`src/rtl/pipe_pkg.sv`:
```
// Shared definitions for the inter-stage pipeline register chain (EX/MEM bundle layout).
// Honours PIPE_SKID_EN: when defined, occupancy widens to cover the skid entry.
package pipe_pkg;

  localparam int EXMEM_CTRL_W = 10;
  localparam int EXMEM_DATA_W = 165;

  localparam int CTRL_MEMREAD  = 0;
  localparam int CTRL_MEMWRITE = 1;
  localparam int CTRL_BRANCH   = 2;
  localparam int CTRL_REGWRITE = 3;
  localparam int CTRL_MEMTOREG = 4;
  localparam int CTRL_SLTI     = 5;
  localparam int CTRL_JAL      = 6;
  localparam int CTRL_SHIFT    = 7;
  localparam int CTRL_MFHI     = 8;
  localparam int CTRL_MFLO     = 9;

  // EX/MEM data bundle layout, LSB first
  localparam int DATA_ZERO_LSB   = 0;
  localparam int DATA_BTGT_LSB   = 1;
  localparam int DATA_ALUOUT_LSB = 33;
  localparam int DATA_RD2_LSB    = 65;
  localparam int DATA_WN_LSB     = 97;
  localparam int DATA_PCINCR_LSB = 102;
  localparam int DATA_AUX_LSB    = 134;
  localparam int DATA_AUX_W      = 31;

  function automatic int occ_width(input int stages);
`ifdef PIPE_SKID_EN
    return $clog2(stages + 2);
`else
    return $clog2(stages + 1);
`endif
  endfunction

endpackage

```
`src/rtl/pipe_slot.sv`:
```
// One pipeline register slot: valid bit, valid-masked control bundle and data bundle.
// Flush clears valid/ctrl and leaves data as-is.
module pipe_slot
  import pipe_pkg::*;
#(
  parameter int CTRL_W = EXMEM_CTRL_W,
  parameter int DATA_W = EXMEM_DATA_W
) (
  input  logic              clk,
  input  logic              rst,
  input  logic              flush,
  input  logic              load,
  input  logic              up_valid,
  input  logic [CTRL_W-1:0] up_ctrl,
  input  logic [DATA_W-1:0] up_data,
  output logic              valid,
  output logic [CTRL_W-1:0] ctrl,
  output logic [DATA_W-1:0] data
);

  logic              valid_reg;
  logic [CTRL_W-1:0] ctrl_reg;
  logic [DATA_W-1:0] data_reg;

  always_ff @(posedge clk or posedge rst) begin
    if (rst) begin
      valid_reg <= 1'b0;
      ctrl_reg  <= '0;
      data_reg  <= '0;
    end else if (flush) begin
      valid_reg <= 1'b0;
      ctrl_reg  <= '0;
    end else if (load) begin
      valid_reg <= up_valid;
      // a bubble carries all-zero control so it can never write memory or registers
      ctrl_reg  <= up_ctrl & {CTRL_W{up_valid}};
      data_reg  <= up_data;
    end
  end

  assign valid = valid_reg;
  assign ctrl  = ctrl_reg;
  assign data  = data_reg;

endmodule

```
`src/rtl/pipe_stage_chain.sv`:
```
// STAGES-deep valid/ready pipeline register chain with flush-to-bubble.
// PIPE_SKID_EN adds a one-entry skid buffer in front of slot 0 with registered in_ready.
module pipe_stage_chain
  import pipe_pkg::*;
#(
  parameter int CTRL_W = EXMEM_CTRL_W,
  parameter int DATA_W = EXMEM_DATA_W,
  parameter int STAGES = 1
) (
  input  logic                         clk,
  input  logic                         rst,
  input  logic                         in_valid,
  output logic                         in_ready,
  input  logic [CTRL_W-1:0]            in_ctrl,
  input  logic [DATA_W-1:0]            in_data,
  input  logic                         flush,
  output logic                         out_valid,
  input  logic                         out_ready,
  output logic [CTRL_W-1:0]            out_ctrl,
  output logic [DATA_W-1:0]            out_data,
  output logic [occ_width(STAGES)-1:0] occupancy
);

  localparam int OCC_W = occ_width(STAGES);

  logic [STAGES:0]   adv;
  logic [STAGES-1:0] slot_valid;
  logic [CTRL_W-1:0] slot_ctrl [STAGES];
  logic [DATA_W-1:0] slot_data [STAGES];
  logic              head_valid;
  logic [CTRL_W-1:0] head_ctrl;
  logic [DATA_W-1:0] head_data;
  logic [OCC_W-1:0]  occ_sum;

  // slot i may load when some slot at or after it has a hole, or downstream drains
  assign adv[STAGES] = out_ready;

  genvar gi;
  generate
    for (gi = 0; gi < STAGES; gi++) begin : g_adv
      assign adv[gi] = out_ready | ~(&slot_valid[STAGES-1:gi]);
    end

    for (gi = 0; gi < STAGES; gi++) begin : g_slot
      logic              up_valid;
      logic [CTRL_W-1:0] up_ctrl;
      logic [DATA_W-1:0] up_data;

      if (gi == 0) begin : g_head
        assign up_valid = head_valid;
        assign up_ctrl  = head_ctrl;
        assign up_data  = head_data;
      end else begin : g_link
        assign up_valid = slot_valid[gi-1];
        assign up_ctrl  = slot_ctrl[gi-1];
        assign up_data  = slot_data[gi-1];
      end

      pipe_slot #(
        .CTRL_W (CTRL_W),
        .DATA_W (DATA_W)
      ) u_slot (
        .clk      (clk),
        .rst      (rst),
        .flush    (flush),
        .load     (adv[gi]),
        .up_valid (up_valid),
        .up_ctrl  (up_ctrl),
        .up_data  (up_data),
        .valid    (slot_valid[gi]),
        .ctrl     (slot_ctrl[gi]),
        .data     (slot_data[gi])
      );
    end
  endgenerate

`ifdef PIPE_SKID_EN
  logic              skid_valid_reg;
  logic [CTRL_W-1:0] skid_ctrl_reg;
  logic [DATA_W-1:0] skid_data_reg;

  assign in_ready   = ~skid_valid_reg;
  // a parked entry is older than anything upstream, so it drains first
  assign head_valid = skid_valid_reg | in_valid;
  assign head_ctrl  = skid_valid_reg ? skid_ctrl_reg : in_ctrl;
  assign head_data  = skid_valid_reg ? skid_data_reg : in_data;

  always_ff @(posedge clk or posedge rst) begin
    if (rst) begin
      skid_valid_reg <= 1'b0;
      skid_ctrl_reg  <= '0;
      skid_data_reg  <= '0;
    end else if (flush) begin
      skid_valid_reg <= 1'b0;
    end else if (adv[0]) begin
      skid_valid_reg <= 1'b0;
    end else if (in_valid && !skid_valid_reg) begin
      skid_valid_reg <= 1'b1;
      skid_ctrl_reg  <= in_ctrl;
      skid_data_reg  <= in_data;
    end
  end
`else
  assign in_ready   = adv[0];
  assign head_valid = in_valid;
  assign head_ctrl  = in_ctrl;
  assign head_data  = in_data;
`endif

  always_comb begin
    occ_sum = '0;
    for (int i = 0; i < STAGES; i++) begin
      occ_sum = occ_sum + OCC_W'(slot_valid[i]);
    end
`ifdef PIPE_SKID_EN
    occ_sum = occ_sum + OCC_W'(skid_valid_reg);
`endif
  end

  assign occupancy = occ_sum;
  assign out_valid = slot_valid[STAGES-1];
  assign out_ctrl  = slot_ctrl[STAGES-1] & {CTRL_W{slot_valid[STAGES-1]}};
  assign out_data  = slot_data[STAGES-1];

endmodule

```
`config.mk`:
```
export PLATFORM = sky130hd
export DESIGN_NAME = pipe_stage_chain
export DESIGN_NICKNAME = d
export VERILOG_FILES = /design/src/rtl/pipe_pkg.sv /design/src/rtl/pipe_slot.sv /design/src/rtl/pipe_stage_chain.sv
export SDC_FILE = /design/constraint.sdc
export NUM_CORES = 1
export LEC_CHECK = 0
export ABC_AREA = 1
export ABC_CLOCK_PERIOD_IN_PS = 7950
export BUFFER_PORTS_ARGS = -buffer_cell sky130_fd_sc_hd__buf_2
export CAP_MARGIN = 5
export CORE_AREA = 2 2 139 141
export DETAILED_ROUTE_END_ITERATION = 7
export DIE_AREA = 0 0 141 143
export HOLD_SLACK_MARGIN = 0.08
export PLACE_DENSITY = 0.72
export REMOVE_ABC_BUFFERS = 1
export SYNTH_ARGS = -nofsm -noshare
export SYNTH_HDL_FRONTEND = slang
export SYNTH_SLANG_ARGS = --single-unit
export TNS_END_PERCENT = 50
```
`constraint.sdc`:
```
create_clock -name clk -period 7.95 [get_ports clk]
set_input_delay 0.3975 -clock clk [delete_from_list [all_inputs] [get_ports clk]]
set_output_delay 0.3975 -clock clk [all_outputs]
set_load 0.1 [all_outputs]
```
==> metrics.csv <==
metric,value,unit
via count,6503,
"Setup violations, final",0,
Synth-to-Final Area Change,34.1,%
top cell type by total area after synthesis,dfrtp_1,
routed wire length per instance,14.7,um
PwrDens,310,nW/um2
Least-Margin Pin Slew,975,ps
Initial Util,0.380,
nets@finish,1289,
#FFs+latches synth,176,
critical path type,reg2reg,
worst hold-check path type,in2async,
Ports,358,
Mean Syn Cell Area,8.94,um2
Peak VDD IR,0.145,mV
unrepaired setup endpoints after global routing,false,
Rows,50,
largest net degree at the start of global routing,105,
relative slew slack,0.350,
cts bufs inserted,17,
initial detailed-routing violation count,346,
Clock Sinks,176,
die height,143,um
Final period util,0.448,
die area,20200,um2
Max Freq,281,MHz
# hold bufs at CTS,0,
Total Routing Usage GR,0.196,
Post-Syn Area,7050,um2
root buf cell,clkbuf_16,
Clock Skew,10.0,ps
number of library cell types mapped by synthesis,10,
top-area cell type share of the netlist area,0.624,
"Seq/Total Area, Yosys",0.624,
count of TritonRoute iterations in the first routing pass,4,
crit-path cells,nand2_4 -> nand2_4 -> buf_4 -> nand2_1 -> nand2_1,
reg2reg end,g_slot[0].u_slot.data[100],
initial antenna violation count,4,
Vias/cell,4.79,
DR DRC count,0,
"commonest non-fill, non-tap cells in the layout","buf_2 (357), nand2_1 (350), dfrtp_1 (176)",
WP data required,8310,ps
hpwl dp,13200,um
maxcap violations,0,
Worst Hold Slack,168,ps
Tmin final,3560,ps
worst skew pair latency,420,ps
setup tns final,0,ps
drt total wl,20000,um
outcome,completed,
endpoints failing hold,0,
Post-CTS Repair Setup Buffers,0,
gp weighted congestion,0.791,
remaining antenna violation count,0,
cells after synthesis,789,
I/O Buffers,357,
CTS tree,yes,
"most common cell after layout, fill and taps aside",buf_2,
Register-to-Register Setup Slack,4390,ps
global route overflow,0,
CP max stage delay,910,ps
Crit-path slowest cell,nand2_4,
post-CTS sizing,0,
Worst Path Buf+Inv,1,
Crit. End Element,flop,
cell family with most CP delay,simple AND/OR/NAND/NOR gates,
die width,141,um
clock slew at reported path FFs,70,ps
FF-to-FF Start,g_slot[0].u_slot.valid,
crit-path max FO,89,
first-pass GRT wire length,31400,um
core area,18600,um2
Largest register FFs,165,
Worst EP arrival,3920,ps
leakage,5.58,nW
startpoint types,flop,
Slew Limit Fails,0,
Area after DPL,8860,um2
clk buf depth,2,
cell count of the worst reg-to-reg path,5,
layout cells sized above 1,0.353,
Synth warnings,0,
vias in the first global route,6203,
H-tree Lvls,4,
Area contributors post-synth,"dfrtp_1 (62%), nand2_1 (19%), nand3_1 (12%), buf_2 (2.4%), buf_4 (1.7%)",
final cell area excluding filler cells,9460,um2
[layout make-up]
type	count	area [um2]
clock inverter	13	151
fill	1801	9120
sequential	176	4400
multi-input combinational	539	2280
clock buffer	19	443
timing repair buffer	361	1820
antenna	1	2.50
inverter	14	62.6
tap	234	293
[worst reg2reg max path: stages, from the launching register on]
cell and delay, ps:
dfrtp_1 790, nand2_4 650, nand2_4 980, buf_4 790, nand2_1 190, nand2_1 90
[cell families (layout without fill, tap and decap cells)]
| family | count (synthesis) | count (layout) | synth area share |
|---|---|---|---|
| buf+inv | 74 | 407 | 0.0539 |
| flops | 176 | 176 | 0.624 |
| simple gates | 538 | 538 | 0.321 |
| other cells | 0 | 1 | 0 |
| compound gates | 1 | 1 | 0.000709 |
[stage by stage]
step                power (W)  std cells  utilization  setup slack (ps)
finish                0.00294       1357        0.509              4390
global route          0.00305       1357        0.509              3990
CTS                   0.00296       1356        0.509              4290
detailed placement    0.00211       1324        0.477              4320
global placement      0.00210       1324        0.477              4450
floorplan             0.00191        729            -             -1710
[how the worst max path moves through the flow]
stage | from | end | slack, ps | depth (start not counted)
after floorplan | g_slot[0].u_slot.valid | g_slot[0].u_slot.data[0] | -1710 | 4
after global placement | g_slot[0].u_slot.valid | g_slot[0].u_slot.data[100] | 4450 | 5
after detailed placement | g_slot[0].u_slot.valid | g_slot[0].u_slot.data[10] | 4320 | 5
after CTS | g_slot[0].u_slot.valid | g_slot[0].u_slot.data[142] | 4290 | 5
after global routing | g_slot[0].u_slot.valid | g_slot[0].u_slot.data[14] | 3990 | 5
final | g_slot[0].u_slot.valid | g_slot[0].u_slot.data[100] | 4390 | 5
[routing by layer]
layer,track usage,vias to the layer above,share of wire
met1,0.251,3044,0.41
met5,0,-,0.00055
met4,0.0837,2,0.026
li1,-,3156,-
met3,0.0553,38,0.072
met2,0.313,263,0.49
[synth_stat cells]
cell type  instances
nand2_1          352
dfrtp_1          176
nand3_1          175
buf_2             34
buf_4             16
inv_1             14
clkbuf_1          10
nand4_1           10
a21oi_1            1
nor2_1             1
[power breakdown]
group | internal, W | switching, W | leakage, nW
Combinational | 0.000146 | 0.000900 | 3.13
Clock | 0.000479 | 0.000366 | 0.288
Sequential | 0.000992 | 0.0000524 | 2.17
Note: power is estimated with default switching activity, not from simulation.
